**src/rtl/eot_release_arbiter.sv**
```systemverilog
// eot_release_arbiter: two data channels share one output stream.
// A channel is armed by an eot word on its predicate stream. An armed channel
// may then release exactly one data transaction (through its data eot) onto
// dout. Armed channels are served round-robin, and the grant is held for the
// whole transaction. Completed transactions are counted in a wrapping counter.
//
// Handshake semantics on every stream (din0, din1, pred0, pred1, dout): a word
// transfers on a rising edge where valid && ready. A source that raises valid
// holds valid and data stable until that transfer. ready may depend on valid
// only through the registered grant, never through a combinational loop.
module eot_release_arbiter #(
    parameter int W_DIN  = 16,
    parameter int W_PRED = 16,
    parameter int W_CNT  = 8
) (
    input  logic              clk,
    input  logic              rst,
    // data channel 0
    input  logic [W_DIN-1:0]  din0_data,
    input  logic              din0_valid,
    output logic              din0_ready,
    // data channel 1
    input  logic [W_DIN-1:0]  din1_data,
    input  logic              din1_valid,
    output logic              din1_ready,
    // predicate stream for channel 0
    input  logic [W_PRED-1:0] pred0_data,
    input  logic              pred0_valid,
    output logic              pred0_ready,
    // predicate stream for channel 1
    input  logic [W_PRED-1:0] pred1_data,
    input  logic              pred1_valid,
    output logic              pred1_ready,
    // shared output stream
    output logic [W_DIN-1:0]  dout_data,
    output logic              dout_valid,
    input  logic              dout_ready,
    // status
    output logic              dout_sel,
    output logic [W_CNT-1:0]  done_cnt,
    // observation of internal state
    output logic [1:0]        state_dbg,
    output logic [1:0]        armed_dbg,
    output logic              last_dbg
);

    typedef enum logic [1:0] {
        IDLE   = 2'd0,
        GRANT0 = 2'd1,
        GRANT1 = 2'd2
    } state_t;

    state_t           state;
    logic             armed0;
    logic             armed1;
    logic             last;
    logic [W_CNT-1:0] cnt;

    logic             pred0_eot;
    logic             pred1_eot;
    logic             data_eot;
    logic             unused_pred_bits;

    // Only the eot flag of a predicate word matters; the rest is discarded.
    assign unused_pred_bits = ^{pred0_data[W_PRED-2:0], pred1_data[W_PRED-2:0]};

    // An armed channel stops listening to its predicate stream until released.
    assign pred0_ready = !armed0;
    assign pred1_ready = !armed1;

    assign pred0_eot = pred0_valid && !armed0 && pred0_data[W_PRED-1];
    assign pred1_eot = pred1_valid && !armed1 && pred1_data[W_PRED-1];

    // Zero-latency output mux steered only by the registered grant.
    always_comb begin
        dout_valid = 1'b0;
        dout_data  = '0;
        din0_ready = 1'b0;
        din1_ready = 1'b0;
        dout_sel   = 1'b0;
        case (state)
            GRANT0: begin
                dout_valid = din0_valid;
                dout_data  = din0_data;
                din0_ready = dout_ready;
                dout_sel   = 1'b0;
            end
            GRANT1: begin
                dout_valid = din1_valid;
                dout_data  = din1_data;
                din1_ready = dout_ready;
                dout_sel   = 1'b1;
            end
            default: begin
                dout_valid = 1'b0;
            end
        endcase
    end

    // The last word of the granted transaction leaves this cycle.
    assign data_eot = dout_valid && dout_ready && dout_data[W_DIN-1];

    // Arming flags, round-robin pointer, grant FSM and completion counter.
    always_ff @(posedge clk or negedge rst) begin
        if (!rst) begin
            state  <= IDLE;
            armed0 <= 1'b0;
            armed1 <= 1'b0;
            last   <= 1'b1;
            cnt    <= '0;
        end else begin
            // A granted channel is always armed, so its predicate stream is
            // stalled and a set here never coincides with its own release.
            if (pred0_eot) begin
                armed0 <= 1'b1;
            end
            if (pred1_eot) begin
                armed1 <= 1'b1;
            end
            case (state)
                IDLE: begin
                    // Arming registered last cycle is what makes a channel
                    // eligible; a tie goes to the channel not served last.
                    if (armed0 && armed1) begin
                        state <= last ? GRANT0 : GRANT1;
                    end else if (armed0) begin
                        state <= GRANT0;
                    end else if (armed1) begin
                        state <= GRANT1;
                    end
                end
                GRANT0: begin
                    if (data_eot) begin
                        armed0 <= 1'b0;
                        last   <= 1'b0;
                        cnt    <= cnt + W_CNT'(1);
                        // Hand over directly, even to an arming seen this cycle.
                        state  <= (armed1 || pred1_eot) ? GRANT1 : IDLE;
                    end
                end
                GRANT1: begin
                    if (data_eot) begin
                        armed1 <= 1'b0;
                        last   <= 1'b1;
                        cnt    <= cnt + W_CNT'(1);
                        state  <= (armed0 || pred0_eot) ? GRANT0 : IDLE;
                    end
                end
                default: begin
                    state <= IDLE;
                end
            endcase
        end
    end

    assign done_cnt  = cnt;
    assign state_dbg = state;
    assign armed_dbg = {armed1, armed0};
    assign last_dbg  = last;

endmodule

```
**config.mk**
```make
export PLATFORM = sky130hd
export DESIGN_NAME = eot_release_arbiter
export DESIGN_NICKNAME = d
export VERILOG_FILES = /design/src/rtl/eot_release_arbiter.sv
export SDC_FILE = /design/constraint.sdc
export NUM_CORES = 1
export LEC_CHECK = 0
export ABC_AREA = 0
export BUFFER_PORTS_ARGS = -buffer_cell sky130_fd_sc_hd__buf_2
export CAP_MARGIN = 20
export CORE_UTILIZATION = 36
export DETAILED_ROUTE_END_ITERATION = 10
export HOLD_SLACK_MARGIN = 0.15
export MAX_ROUTING_LAYER = met4
export PLACE_DENSITY_LB_ADDON = 0.08
export SLEW_MARGIN = 40
export SYNTH_ARGS = -nofsm -noshare
export SYNTH_HDL_FRONTEND = slang
export SYNTH_SLANG_ARGS = --single-unit
export TNS_END_PERCENT = 20
```
**constraint.sdc**
```tcl
create_clock -name clk -period 3.85 [get_ports clk]
set_input_delay 0.1925 -clock clk [delete_from_list [all_inputs] [get_ports clk]]
set_output_delay 0.1925 -clock clk [all_outputs]
set_load 0.03 [all_outputs]
```
# Yosys cells after proc, flatten, opt, wreduce, memory -nomap -nowiden
# Cells that the tools add are included.
[op_classes] eq_ne=5 muxes=23 addsub=1 reduce_logical=17
[ops] op="$pmux W16 S2" count=1
[ops] op="$mux W2" count=7
[ops] op="$mux W1" count=12
[ops] op="$add A8 B1 Y8 const B" count=1
[ops] op="$logic_and A1 B1 Y1" count=7
[ops] op="$pmux W2 S3" count=1
[ops] op="$reduce_and A3 Y1" count=2
[ops] op="$ne A2 B2 Y1 const B" count=2
[ops] op="$ne A4 B4 Y1 const B" count=1
[ops] op="$pmux W1 S2" count=2
[ops] op="$eq A2 B1 Y1 const B" count=1
[ops] op="$eq A2 B2 Y1 const B" count=1
[ops] op="$logic_not A1 Y1" count=2
[ops] op="$logic_not A2 Y1" count=1
[ops] op="$logic_or A1 B1 Y1" count=2
[ops] op="$reduce_and A2 Y1" count=1
[ops] op="$reduce_bool A2 Y1" count=1
[ops] op="$reduce_or A2 Y1" count=1
[totals] regBits=13 inputBits=71 word_cells=51

# Longest topological paths before layout
[depth] word_depth=7 ltp_mapped=7

# Worst setup path before layout
# No wires, ideal clock.
[synth_timing] path_type="register to output" start="reg state[0], in the netlist state_dbg[0]" end="out dout_data[0]" arrival_time_ns=2.013 path_stages_with_launch=7 t_required_ns=3.658 slack_ns=1.645 path_cell_list="dfrtp_1 inv_1 ha_1 buf_2 buf_2 a22oi_1 nor2b_1"
[synth_via] elab_chain_len=2 word_cells_on_any_way=3 classes_between="2 x eq/ne; 1 x mux"
[synth_lines] item="from (decl)" line="53" text="state_t state;"
[synth_lines] item="from (signal assigned)" line="125" text="state <= last ? GRANT0 : GRANT1;"
[synth_lines] item="from (signal assigned)" line="138" text="state <= (armed1 || pred1_eot) ? GRANT1 : IDLE;"
[synth_lines] item="from (signal assigned)" line="146" text="state <= (armed0 || pred0_eot) ? GRANT0 : IDLE;"
[synth_lines] item="$eq A2 B2 Y1 or $eq A2 B1 Y1 (tied branches)" line="81" text="case (state)"
[synth_lines] item="$pmux W16 S2 *" line="81"
[synth_lines] item="to (decl)" line="35" text="output logic [W_DIN-1:0] dout_data,"
# Mark *: on every way between the ends. The rest lies on a longest branch, timed or not.

# Worst setup path in the final report
[layout_timing] start="reg state[0], in the netlist state_dbg[0]" end="reg cnt[1], in the netlist done_cnt[1]"
[layout_via] elab_chain_len=5 word_cells_on_any_way=8 classes_between="2 x eq/ne; 2 x mux; 4 x reduce/logical"
[layout_lines] item="$eq A2 B2 Y1 or $eq A2 B1 Y1 (tied branches)" line="81, 120"
[layout_lines] item="$pmux W1 S2" line="81"
[layout_lines] item="$logic_and A1 B1 Y1 (2 in a row)" line="101" text="assign data_eot = dout_valid && dout_ready && dout_data[W_DIN-1];"
[layout_lines] item="$reduce_and A2 Y1 (no source line) *"
[layout_lines] item="to (signal assigned)" line="136" text="cnt <= cnt + W_CNT'(1);"
[layout_lines] item="to (signal assigned)" line="145" text="cnt <= cnt + W_CNT'(1);"
[layout_lines] item="to (decl)" line="57" text="logic [W_CNT-1:0] cnt;"
# Marked as above.
# A chain may end at the register's enable or synchronous reset.

==> qor.txt <==
Clk pwr share -> 0.079
initial core utilization -> 0.383
status -> finished clean
die area -> 2870 um^2
CP Max Fanout -> 23
cells along the critical path -> inv_1, ha_1, a22o_1, and4_4, mux2_2
Total Routing Usage GR -> 0.181
synth warn -> 0
Post-CTS Setup Bufs -> 0
Die Y-Extent -> 53.6 um
cell area after synthesis -> 957 um^2
multiplexer share of the synthesized area -> 0.0353
simple-gate share of the synthesized area -> 0.230
Crit Path Category -> register to register
RSZ-0062 raised after global routing -> no
Row Count -> 18
max-cap violation count -> 0
fmax -> 434 MHz
top cell type's share of synthesized area -> 0.314
switching share of total power -> 0.531
logic gate share of total power -> 0.723
Worst Tran Pin Value -> 0.813 ns
DP Wirelength -> 1.84 mm
Reg power frac -> 0.197
H-tree lvl count -> 1
CTS root buffer -> clkbuf_4
vias in the first global route -> 854
Compound-Gate Fraction of Synth Area -> 0.197
sequential fraction of the synthesis area -> 0.341
Overflow after GRT -> 0
critical path data required time -> 4.01 ns
Buffers on Ports -> 75
Pint -> 476 uW
Fin Hold WS -> 0.217 ns
Relative slew margins -> 0.458
DRC -> 0
Syn Inst Count -> 104
antenna violations before repair -> 0
Via-to-Cell Ratio -> 5.06
Mapped Nets -> 180
layout cells sized above 1 -> 0.472
Sink Count -> 13
R2R cell count -> 5
CP peak stage delay -> 0.69 ns
Core Region -> 2500 um^2
largest family of logic cells by synthesized area -> simple AND/OR/NAND/NOR gates
ANT cells -> 0
final slew viol count -> 0
Critical Path AT -> 2.47 ns
maximum root-to-sink buffer count -> 2
CTS tree -> built
post-CTS resize count -> 0
Leak -> 0.000737 uW
top_reg_cell synth -> dfrtp_1
Hold Buf Count CTS -> 1
nets@finish -> 253
top post-synthesis cells by count -> 16 x nor2b_1, 15 x a22oi_1, 12 x dfrtp_1
Worst Skew -> 0.00735 ns
largest net degree at the start of global routing -> 24
Synth Area in Adders -> 0.0654
Tcrit/Tclk final -> 0.599
minimum clock period -> 2.30 ns
Routed WL per cell -> 11.6 um
Clk Latency, worst-skew pair -> 0.27 ns
Placer Congestion -> 0.784
synth top area cells -> dfrtp_1 31%, a22oi_1 12%, nor2b_1 10%, ha_1 6.5%, xnor2_1 5.5%
TritonRoute pass-1 iters -> 4
WHS Path Cells -> 3
first-pass GRT wire length -> 3.68 mm
final setup fails -> 0
via count -> 1,042
most frequent cell after synthesis -> nor2b_1
CTS buffer count -> 3
Tightest Hold Check Type -> input port to register
Iter 0 DRT Violations -> 18
Yosys reg bits -> 13
P_sw -> 539 uW
number of flops mapped to enable cells by yosys -> 0
post-synthesis xor/xnor area fraction -> 0.0641
setup_tns -> 0 ns
clk slew on worst S/H paths -> 0.08 ns
Total Wirelength -> 2.40 mm
cell taking the most area after synthesis -> dfrtp_1
Final ANT Viol Nets -> 0
# fillers -> 243
critical path's slowest cell -> ha_1
Netlist cell types -> 27
Syn Area/Cell -> 9.20 um^2
Area Growth Syn to Fin -> 41.8%
die width -> 53.6 um
crit end category -> register
Synth async-reset ratio -> 1.00
Final Hold Fails -> 0
maximum vdd drop -> 0.635 mV
PwrDens -> 748 nW/um^2
# IOs -> 106
Critical Path Source Type -> register
placed cells by master, fill, tap and decap left out, drive strengths merged:
cell type    instances
a21oi                4
a22o                 3
a22oi               15
a31oi                3
and2                 6
and3                 1
and4                 1
buf                 75
clkbuf               4
dfrtp               12
dfstp                1
dlygate4sd3          1
ha                   5
inv                  4
mux2                 3
nand2                2
nand2b               2
nand3                4
nand4                2
nor2                 2
nor2b               16
nor3                 1
o21ai                1
o22ai                1
xnor2                6
xor2                 1
routing by layer:
layer | up-vias | track usage | wire, um
li1 | 515 | - | -
met1 | 472 | 0.201 | 1050
met2 | 53 | 0.331 | 1140
met3 | 2 | 0.0367 | 201
met4 | 0 | 0.0395 | 10
met5 | - | - | 0
state kept, by name, summed over array words and instances (netlist names):
register	cells
last_dbg	1
armed1	1
state_dbg	2
done_cnt	8
armed0	1
cell type report:
type	instances	area (um^2)	share of cell area
repair buffers	76	385	0.284
flip-flops and latches	13	327	0.241
well taps	30	37.5	0.0276
clock buffers	4	26.3	0.0194
inverters	4	15.0	0.0111
multi-input cells	79	567	0.418
path summary, 6_finish.rpt:
| check | from | endpoint | slack, ns |
|---|---|---|---|
| worst max register to register | state_dbg[0] | done_cnt[1] | 1.55 |
| min in group asynchronous | rst | state_dbg[0] | 0.35 |
| max in group asynchronous | rst | last_dbg | 3.22 |
| worst min register to register | done_cnt[7] | done_cnt[7] | 0.47 |
| worst min-delay path | pred1_valid | armed1 | 0.22 |
| worst max-delay path | state_dbg[0] | done_cnt[1] | 1.55 |
logic make-up (layout without fill, tap and decap cells):
kind of cell	count (synthesis)	after routing
AND/OR/NAND/NOR	37	37
AO/OA/AOI/OAI	27	27
flip-flops	13	13
buffers and inverters	12	84
XOR/XNOR	7	7
adder cells (fa/ha/maj)	5	5
multiplexers	3	3
critical path, delay by kind of cell, from the launching register on:
kind / cells / cell delay [ns]
flops: 1 / 0.43
buf+inv: 1 / 0.10
simple gates: 1 / 0.33
compound gates: 1 / 0.30
mux: 1 / 0.35
fa+ha+maj: 1 / 0.69
power by group through the flow:
stage / combinational (uW) / sequential [uW] / clock [uW]
3_5_place_dp: 736 / 202 / 0
5_1_grt: 802 / 207 / 92.4
2_1_floorplan: 518 / 248 / 0
3_3_place_gp: 726 / 199 / 0
6_report: 735 / 200 / 80.4
4_1_cts: 739 / 201 / 85.2
per-stage QoR:
stage,util,power [uW],std cells,setup WS (ns),instance area (um^2)
2_1_floorplan,-,766,104,1.64,957
3_3_place_gp,0.529,925,201,1.62,1320
3_5_place_dp,0.529,939,201,1.55,1320
4_1_cts,0.543,1020,206,1.54,1360
5_1_grt,0.543,1100,206,1.40,1360
6_report,0.543,1020,206,1.55,1360
Note: power is estimated with default switching activity, not from simulation.
